$ cat config.mk
export PLATFORM = sky130hd
export DESIGN_NAME = phase_sequencer
export DESIGN_NICKNAME = d
export VERILOG_FILES = /design/src/rtl/cpu_pkg.sv /design/src/rtl/edge_detect.sv /design/src/rtl/phase_sequencer.sv
export SDC_FILE = /design/constraint.sdc
export NUM_CORES = 1
export LEC_CHECK = 0
export CAP_MARGIN = 20
export CORE_UTILIZATION = 50
export DETAILED_ROUTE_END_ITERATION = 10
export PLACE_DENSITY = 0.91
export SYNTH_ARGS = -nofsm -noshare
export SYNTH_HDL_FRONTEND = slang
export SYNTH_SLANG_ARGS = --single-unit
$ cat constraint.sdc
create_clock -name clock -period 2.3 [get_ports clock]
set_input_delay 0.23 -clock clock [delete_from_list [all_inputs] [get_ports clock]]
set_output_delay 0.23 -clock clock [all_outputs]
set_load 0.005 [all_outputs]
$ cat src/rtl/cpu_pkg.sv
// Shared definitions for the SIMPLE core phase sequencer.
package cpu_pkg;

    typedef enum logic [2:0] {
        ST_IDLE  = 3'd0,
        ST_IF    = 3'd1,
        ST_ID    = 3'd2,
        ST_EX    = 3'd3,
        ST_MEM   = 3'd4,
        ST_WB    = 3'd5,
        ST_HALT  = 3'd6,
        ST_ERROR = 3'd7
    } state_t;

    localparam int unsigned PHASE_W = 5;
    localparam int unsigned PH_IF   = 0;
    localparam int unsigned PH_ID   = 1;
    localparam int unsigned PH_EX   = 2;
    localparam int unsigned PH_MEM  = 3;
    localparam int unsigned PH_WB   = 4;

    // One-hot phase vector for a sequencer state; all-zero outside IF..WB.
    function automatic logic [PHASE_W-1:0] phase_of(input state_t s);
        logic [PHASE_W-1:0] v;
        v = '0;
        case (s)
            ST_IF:   v[PH_IF]  = 1'b1;
            ST_ID:   v[PH_ID]  = 1'b1;
            ST_EX:   v[PH_EX]  = 1'b1;
            ST_MEM:  v[PH_MEM] = 1'b1;
            ST_WB:   v[PH_WB]  = 1'b1;
            default: v = '0;
        endcase
        return v;
    endfunction

endpackage

$ cat src/rtl/edge_detect.sv
// Rising-edge detector for a level control input (front-panel switch).
module edge_detect (
    input  logic clock,
    input  logic reset,
    input  logic i_level,
    output logic o_rise
);

    logic r_prev;

    // Remember last cycle's level so a held switch yields a single pulse.
    always_ff @(posedge clock or negedge reset) begin
        if (!reset) r_prev <= 1'b0;
        else        r_prev <= i_level;
    end

    assign o_rise = i_level & ~r_prev;

endmodule

$ cat src/rtl/phase_sequencer.sv
// Multi-cycle IF/ID/EX/MEM/WB phase sequencer with run/stop, single-step,
// HLT handling, data-memory wait with timeout and retired-instruction count.
module phase_sequencer
    import cpu_pkg::*;
#(
    parameter int unsigned COUNT_WIDTH = 16,
    parameter int unsigned MEM_TIMEOUT = 15
) (
    input  logic                   clock,
    input  logic                   reset,
    input  logic                   exec,
    input  logic                   step,
    input  logic                   halt,
    input  logic                   reg_write,
    input  logic                   mem_read,
    input  logic                   mem_write,
    input  logic                   mem_ready,
    output logic [PHASE_W-1:0]     phase,
    output logic                   ir_we,
    output logic                   pc_we,
    output logic                   rf_we,
    output logic                   mem_re,
    output logic                   mem_we,
    output logic                   running,
    output logic                   halted,
    output logic                   bus_error,
    output logic [COUNT_WIDTH-1:0] instr_count
);

    localparam int unsigned         WAIT_W    = $clog2(MEM_TIMEOUT + 1);
    localparam logic [WAIT_W-1:0]   WAIT_MAX  = WAIT_W'(MEM_TIMEOUT);
    localparam logic [WAIT_W-1:0]   WAIT_LAST = WAIT_W'(MEM_TIMEOUT - 1);

    state_t                 r_state;
    state_t                 w_next;
    logic                   r_running;
    logic                   w_running_nxt;
    logic [WAIT_W-1:0]      r_wait_cnt;
    logic [COUNT_WIDTH-1:0] r_count;
    logic                   w_exec_rise;
    logic                   w_step_rise;
    logic                   w_access;
    logic                   w_wait_active;

    edge_detect u_exec_edge (
        .clock   (clock),
        .reset   (reset),
        .i_level (exec),
        .o_rise  (w_exec_rise)
    );

    edge_detect u_step_edge (
        .clock   (clock),
        .reset   (reset),
        .i_level (step),
        .o_rise  (w_step_rise)
    );

    assign w_access      = mem_read | mem_write;
    assign w_wait_active = (r_state == ST_MEM) && (r_wait_cnt < WAIT_MAX);

    // Next state and run-mode decision; running is resolved first so a stop
    // request seen in WB already sends the sequencer to IDLE.
    always_comb begin
        w_running_nxt = r_running;
        if (w_exec_rise) begin
            if (r_running)               w_running_nxt = 1'b0;
            else if (r_state == ST_IDLE) w_running_nxt = 1'b1;
        end

        w_next = r_state;
        case (r_state)
            ST_IDLE: begin
                if (w_exec_rise)                   w_next = ST_IF;
                else if (w_step_rise && !r_running) w_next = ST_IF;
            end
            ST_IF:  w_next = ST_ID;
            ST_ID:  w_next = ST_EX;
            ST_EX:  w_next = halt ? ST_HALT : ST_MEM;
            ST_MEM: begin
                if (!w_access || mem_ready)     w_next = ST_WB;
                else if (r_wait_cnt == WAIT_LAST) w_next = ST_ERROR;
            end
            ST_WB:    w_next = w_running_nxt ? ST_IF : ST_IDLE;
            ST_HALT:  w_next = ST_HALT;
            ST_ERROR: w_next = ST_ERROR;
            default:  w_next = ST_IDLE;
        endcase

        if (w_next == ST_HALT || w_next == ST_ERROR) w_running_nxt = 1'b0;
    end

    // State, run flag, MEM wait counter and retired-instruction counter.
    always_ff @(posedge clock or negedge reset) begin
        if (!reset) begin
            r_state    <= ST_IDLE;
            r_running  <= 1'b0;
            r_wait_cnt <= '0;
            r_count    <= '0;
        end else begin
            r_state   <= w_next;
            r_running <= w_running_nxt;
            if (r_state == ST_MEM && w_next == ST_MEM) r_wait_cnt <= r_wait_cnt + 1'b1;
            else                                       r_wait_cnt <= '0;
            if (r_state == ST_WB) r_count <= r_count + 1'b1;
        end
    end

    // Strobes gated into their phase; a load/store conflict resolves to read.
    always_comb begin
        phase       = phase_of(r_state);
        ir_we       = (r_state == ST_IF);
        pc_we       = (r_state == ST_WB);
        rf_we       = (r_state == ST_WB) & reg_write;
        mem_re      = w_wait_active & mem_read;
        mem_we      = w_wait_active & mem_write & ~mem_read;
        running     = r_running;
        halted      = (r_state == ST_HALT) || (r_state == ST_ERROR);
        bus_error   = (r_state == ST_ERROR);
        instr_count = r_count;
    end

endmodule

# Word-level counts from Yosys, hierarchy flattened
# Cells that the tools add are included.
# classes
n_eq_ne,11
muxes,17
reduce_logical,9
addsub,2
order_cmp,1
bitwise,10
# op_table
op,n
$pmux W3 S8,1
$eq A3 B3 Y1 const B,7
$add A16 B1 Y16 const B,1
$mux W3,4
$mux W1,10
$and A1 B1 Y1,6
$eq A3 B2 Y1 const B,2
$add A4 B1 Y4 const B,1
$eq A4 B4 Y1 const B,1
$lt A4 B4 Y1 const B,1
$mux W4,1
$eq A3 B1 Y1 const B,1
$logic_and A1 B1 Y1,3
$logic_not A3 Y1,1
$logic_or A1 B1 Y1,3
$not A1 Y1,3
$logic_not A1 Y1,2
$mux W2,1
$or A1 B1 Y1,1
# word_totals
output_inout_bits,29
register_bits,26
inputBits,9

# Depth between registers and ports, before layout
# logic_depth
depth_word,9
ltp_mapped,6
depth_no_buf,5

# By module
# From an unflattened synthesis, not the netlist that was laid out.
# hier_totals
hier_cells,122
hier_area_um2,1341.3
# modules_own_cells
mod,cells_each,area_each_um2,instances
phase_sequencer,118,1263.7,1
edge_detect,2,38.8,2

# Worst setup path after synthesis
# No wires, ideal clock.
# synth_timing
path_type,register to register
start,register r_state[1]
end,"register r_running, in the netlist running"
stages_incl_launch_ff,6
setup_time_ns,0.129
path_slack_ns,0.884
synth_period_minus_slack_ns,1.416
t_required_ns,2.171
arrival_ns,1.286
path_cell_list,dfrtp_1 -> buf_2 -> nor3b_4 -> nand4_4 -> o32ai_4 -> a21oi_2
# synth_rtl
item,line_no,rtl
from (decl),phase_sequencer.sv:34,state_t r_state;
from (signal assigned),phase_sequencer.sv:101,r_state <= w_next;
$mux W3 (on tied branches),"phase_sequencer.sv:82, phase_sequencer.sv:75",
$mux W3 (on tied branches),"phase_sequencer.sv:81, phase_sequencer.sv:74",
$pmux W3 S8 *,phase_sequencer.sv:72,case (r_state)
named net w_next[1],phase_sequencer.sv:35,state_t w_next;
$eq A3 B3 Y1,phase_sequencer.sv:90,if (w_next == ST_HALT || w_next == ST_ERROR) w_running_nxt = 1'b0;
$logic_or A1 B1 Y1 *,phase_sequencer.sv:90,
$mux W1 *,phase_sequencer.sv:90,
named net w_running_nxt,phase_sequencer.sv:37,logic w_running_nxt;
to (signal assigned),phase_sequencer.sv:102,r_running <= w_running_nxt;
to (decl),phase_sequencer.sv:36,logic r_running;
# Mark *: on every way through the listed nets, which the timed path passes. The rest lies on a longest branch.
# A chain may end at the register's enable or synchronous reset.

# Worst setup path in the final report
# layout_timing
start,register r_state[0]
end,output mem_we
# layout_via
elab_chain_len,4
# layout_lines
item,line_no,rtl
$eq A3 B3 Y1,phase_sequencer.sv:60,assign w_wait_active = (r_state == ST_MEM) && (r_wait_cnt < WAIT_MAX);
$logic_and A1 B1 Y1,phase_sequencer.sv:60,
$and A1 B1 Y1 (2 in series),phase_sequencer.sv:116,mem_we = w_wait_active & mem_write & ~mem_read;
to (decl),phase_sequencer.sv:23,"output logic mem_we,"
# No other way between the ends.

==> metrics.txt <==
# TYPE chip_impl_metric gauge
chip_impl_metric{name="timing.final.crit_period",unit="ns"} 2.186
chip_impl_metric{name="first_pass_grt_wire_length",unit="microns"} 4443
chip_impl_metric{name="path_buf_inv",unit=""} 1
chip_impl_metric{name="globalRouteTotalUtil",unit="%"} 21.89
chip_impl_metric{name="cp.arrival",unit="ns"} 1.96
chip_impl_metric{name="row_count",unit=""} 18
chip_impl_info{name="synthFlopType",value="dfrtp_1"} 1
chip_impl_metric{name="mappedNetlistArea",unit="sq um"} 1328
chip_impl_info{name="worstPathCellList",value="nor3b_4, and4b_2, clkdlybuf4s50_1"} 1
chip_impl_metric{name="die_h",unit="microns"} 53.53
chip_impl_metric{name="met1_usage",unit="%"} 28.88
chip_impl_metric{name="p_leak",unit="nW"} 0.7372
chip_impl_metric{name="grt_max_degree",unit=""} 27
chip_impl_info{name="setup_repair_after_global_routing_missed_its_margin",value="no"} 1
chip_impl_metric{name="worst_ep_required_time",unit="ns"} 2.07
chip_impl_metric{name="power_density",unit="nW/um^2"} 793.9
chip_impl_metric{name="post_detailed_routing_wire_length",unit="microns"} 2594
chip_impl_metric{name="drt_drc_violations_left",unit=""} 0
chip_impl_metric{name="instances_no_fill",unit=""} 179
chip_impl_metric{name="fp.dieArea",unit="sq um"} 2865
chip_impl_metric{name="grt.met3_usage",unit="%"} 3.161
chip_impl_metric{name="placement.cell_area",unit="sq um"} 1680
chip_impl_metric{name="sequential_cell_area",unit="sq um"} 651.9
chip_impl_metric{name="fp.dieW",unit="microns"} 53.53
chip_impl_metric{name="grt_overflow",unit=""} 0
chip_impl_metric{name="clock-sinks",unit=""} 26
chip_impl_metric{name="core_area",unit="sq um"} 2500
chip_impl_metric{name="synthesis.yosys.warnings",unit=""} 0
chip_impl_metric{name="cts-buffers-inserted",unit=""} 3
chip_impl_info{name="critical_path.reg2reg.startpoint",value="r_state[1]$_DFF_PN0_"} 1
chip_impl_metric{name="ctsHoldBuffers",unit=""} 0
chip_impl_metric{name="final_util",unit="%"} 68.77
chip_impl_metric{name="fill_cells",unit=""} 185
chip_impl_metric{name="start_util",unit="%"} 53.10
chip_impl_metric{name="syn_to_final_growth",unit="%"} 29.50
chip_impl_metric{name="max_clock_buf_depth",unit=""} 2
chip_impl_info{name="critical_path.top_delay_family",value="simple AND/OR/NAND/NOR gates"} 1
chip_impl_metric{name="multi_input_gate_area_in_the_final_layout",unit="sq um"} 608.1
chip_impl_metric{name="fraction_of_final_layout_cells_sized_beyond_drive_strength_1",unit="%"} 14.09
chip_impl_metric{name="syn_area_per_cell",unit="sq um"} 11.54
chip_impl_info{name="critPathLaunchType",value="flip-flop"} 1
chip_impl_info{name="hold_class",value="input port to async pin"} 1
chip_impl_info{name="final_cell_mix",value="clkdlybuf4s50_1 (37), dfrtp_1 (25), xnor2_1 (13), nor2_1 (8)"} 1
chip_impl_metric{name="timing_hold_violations_final",unit=""} 0
chip_impl_metric{name="timing.critical_path.slowest_cell_delay",unit="ns"} 0.52
chip_impl_info{name="tritoncts",value="built"} 1
chip_impl_metric{name="synth_seq_cells",unit=""} 26
chip_impl_metric{name="cts_setup_buffers",unit=""} 0
chip_impl_metric{name="cts.reportedPaths.clkPinSlew",unit="ns"} 0.13
chip_impl_info{name="crit_path_end_kind",value="output pin"} 1
chip_impl_metric{name="finalNetCount",unit=""} 162
chip_impl_info{name="crit_start",value="r_state[0]$_DFF_PN0_"} 1
chip_impl_info{name="status",value="finished clean"} 1
chip_impl_metric{name="synth.lib_cells_used.distinct",unit=""} 36
chip_impl_metric{name="report.power.total",unit="mW"} 1.365
chip_impl_metric{name="synth_edf_count",unit=""} 0
chip_impl_metric{name="gpl.final_weighted_congestion",unit=""} 0.8204
chip_impl_metric{name="timing_worst_slew_pin_value",unit="ns"} 0.3483
chip_impl_metric{name="timing.max_cap.violations",unit=""} 0
chip_impl_metric{name="via_count",unit=""} 956
chip_impl_metric{name="max_freq",unit="GHz"} 0.4575
chip_impl_info{name="yosys-top-cells-area",value="dfrtp_1 (49%), xnor2_1 (8.6%), ha_1 (2.8%)"} 1
chip_impl_metric{name="synth_top_area_share",unit="%"} 49.01
chip_impl_metric{name="relSlewSlack",unit="%"} 76.78
chip_impl_metric{name="boundaryPins",unit=""} 38
chip_impl_metric{name="totalNegativeSetupSlack",unit="ns"} 0
chip_impl_metric{name="hpwl_dp",unit="microns"} 1997
chip_impl_metric{name="port_buffers",unit=""} 37
chip_impl_metric{name="grt.met2_usage",unit="%"} 36.04
chip_impl_metric{name="synth_cells",unit=""} 115
chip_impl_metric{name="share_of_flip_flops_with_an_asynchronous_set_or_reset_after_synthesis",unit="%"} 100.0
chip_impl_info{name="grt-busiest-layer",value="met2"} 1
chip_impl_metric{name="final_setup_violation_count",unit=""} 0
chip_impl_metric{name="via_per_inst",unit=""} 5.341
chip_impl_metric{name="yosysSeqAreaShare",unit="%"} 49.01
chip_impl_metric{name="irDropWorstVdd",unit="mV"} 0.8584
chip_impl_metric{name="dr.pass1.iters",unit=""} 4
chip_impl_metric{name="critical_path.max_fanout",unit=""} 11
chip_impl_metric{name="summed_area_of_non_filler_cells_in_the_final_layout",unit="sq um"} 1719
chip_impl_info{name="synth_top_cell_by_area",value="dfrtp_1"} 1
chip_impl_metric{name="placedCellCount",unit=""} 175
chip_impl_metric{name="timing_max_transition_violations_final",unit=""} 0
chip_impl_metric{name="drtAntennaViolNets",unit=""} 0
chip_impl_metric{name="grt_antenna_before_repair",unit=""} 0
chip_impl_metric{name="wl_per_cell",unit="microns"} 14.49
chip_impl_info{name="layout_commonest_cell",value="clkdlybuf4s50_1"} 1
chip_impl_info{name="ctsRootBufferMaster",value="clkbuf_4"} 1
chip_impl_metric{name="detailedRoute.firstIterationViolations",unit=""} 15
chip_impl_metric{name="clock_tree.htree_level_count",unit=""} 1
chip_impl_metric{name="fin_worst_skew",unit="ns"} 0.002283
chip_impl_metric{name="clock_latency",unit="ns"} 0.31
chip_impl_info{name="critical_path_class",value="flip-flop to output pin"} 1
chip_impl_metric{name="diodes",unit=""} 0
chip_impl_metric{name="synth.net_count",unit=""} 127
chip_impl_metric{name="timing.final.crit_share",unit="%"} 95.03
chip_impl_info{name="crit_slowest_cell",value="dfrtp_1"} 1
chip_impl_metric{name="grt_pass1_vias",unit=""} 976
[layout make-up]
class	instances	share of cell area, %
multi-input combinational	79	35.37
timing repair buffer	38	21.98
tap	30	2.183
inverter	2	0.4367
sequential	26	37.92
clock buffer	4	2.111
[metal layers]
layer	wire length [microns]	up-vias
met5	0	-
met4	21	0
met3	117	2
met2	1321	29
met1	1134	466
li1	-	459
[flip-flops by register name, indices dropped and copies added (netlist names)]
signal,flops
instr_count,16
r_state,3
r_wait_cnt,4
running,1
u_exec_edge.r_prev,1
u_step_edge.r_prev,1
[synthesized netlist by cell type, types with 2 or more instances]
cell type	n
buf_2	2
and2_1	3
xnor2_1	13
ha_1	3
inv_1	2
dfrtp_1	26
buf_6	2
nand4_1	3
buf_4	4
and3_1	3
and4_1	3
nor2_1	8
nor3b_1	2
nand2_1	7
nand3_1	7
a21oi_1	5
xor2_1	3
[per-stage QoR]
stage | worst slack, ns | hold slack, ns
final | 0.1143 | 0.2569
after global placement | 0.5142 | 0.4616
after CTS | 0.07198 | 0.2559
after detailed placement | 0.4703 | 0.4850
after global routing | 0.009412 | 0.2830
after floorplan | 0.8843 | -0.06559
[worst paths after layout]
path / end / slack [ns] / cells after the start
worst max-delay path: mem_we / 0.11 / 3
min in group clock: u_step_edge.r_prev$_DFF_PN0_ / 0.37 / 1
max in group asynchronous: r_state[2]$_DFF_PN0_ / 1.78 / 2
worst max register to register: instr_count[7]$_DFFE_PN0P_ / 0.62 / 4
worst min-delay path: instr_count[14]$_DFFE_PN0P_ / 0.26 / 2
worst min register to register: instr_count[15]$_DFFE_PN0P_ / 0.50 / 1
[worst register-to-register path, delay by kind of cell, from the launching register on]
family | cells | cell delay (ns)
xor+xnor | 1 | 0.12
simple gates | 3 | 0.97
flops | 1 | 0.53
[power breakdown]
| group | leakage (nW) | switching [mW] | internal (mW) |
|---|---|---|---|
| Combinational | 0.372 | 0.178 | 0.305 |
| Clock | 0.0210 | 0.131 | 0.0967 |
| Sequential | 0.344 | 0.129 | 0.525 |
| Total | 0.737 | 0.437 | 0.927 |
[timing repair]
| item | CTS | global route |
|---|---|---|
| resized for setup | 0 | 2 |
| hold endpoints to repair | 0 | 0 |
| endpoints found under the setup margin | 0 | 2 |
[cells by family (layout without fill, tap and decap cells)]
kind of cell	after synthesis	after routing	synth area share (%)
buf+inv	10	44	5.278
fa+ha+maj	3	3	2.828
xor+xnor	17	17	11.78
flops	26	26	49.01
simple gates	47	47	23.09
compound gates	11	11	7.163
mux	1	1	0.8482
Note: power is estimated with default switching activity, not from simulation.
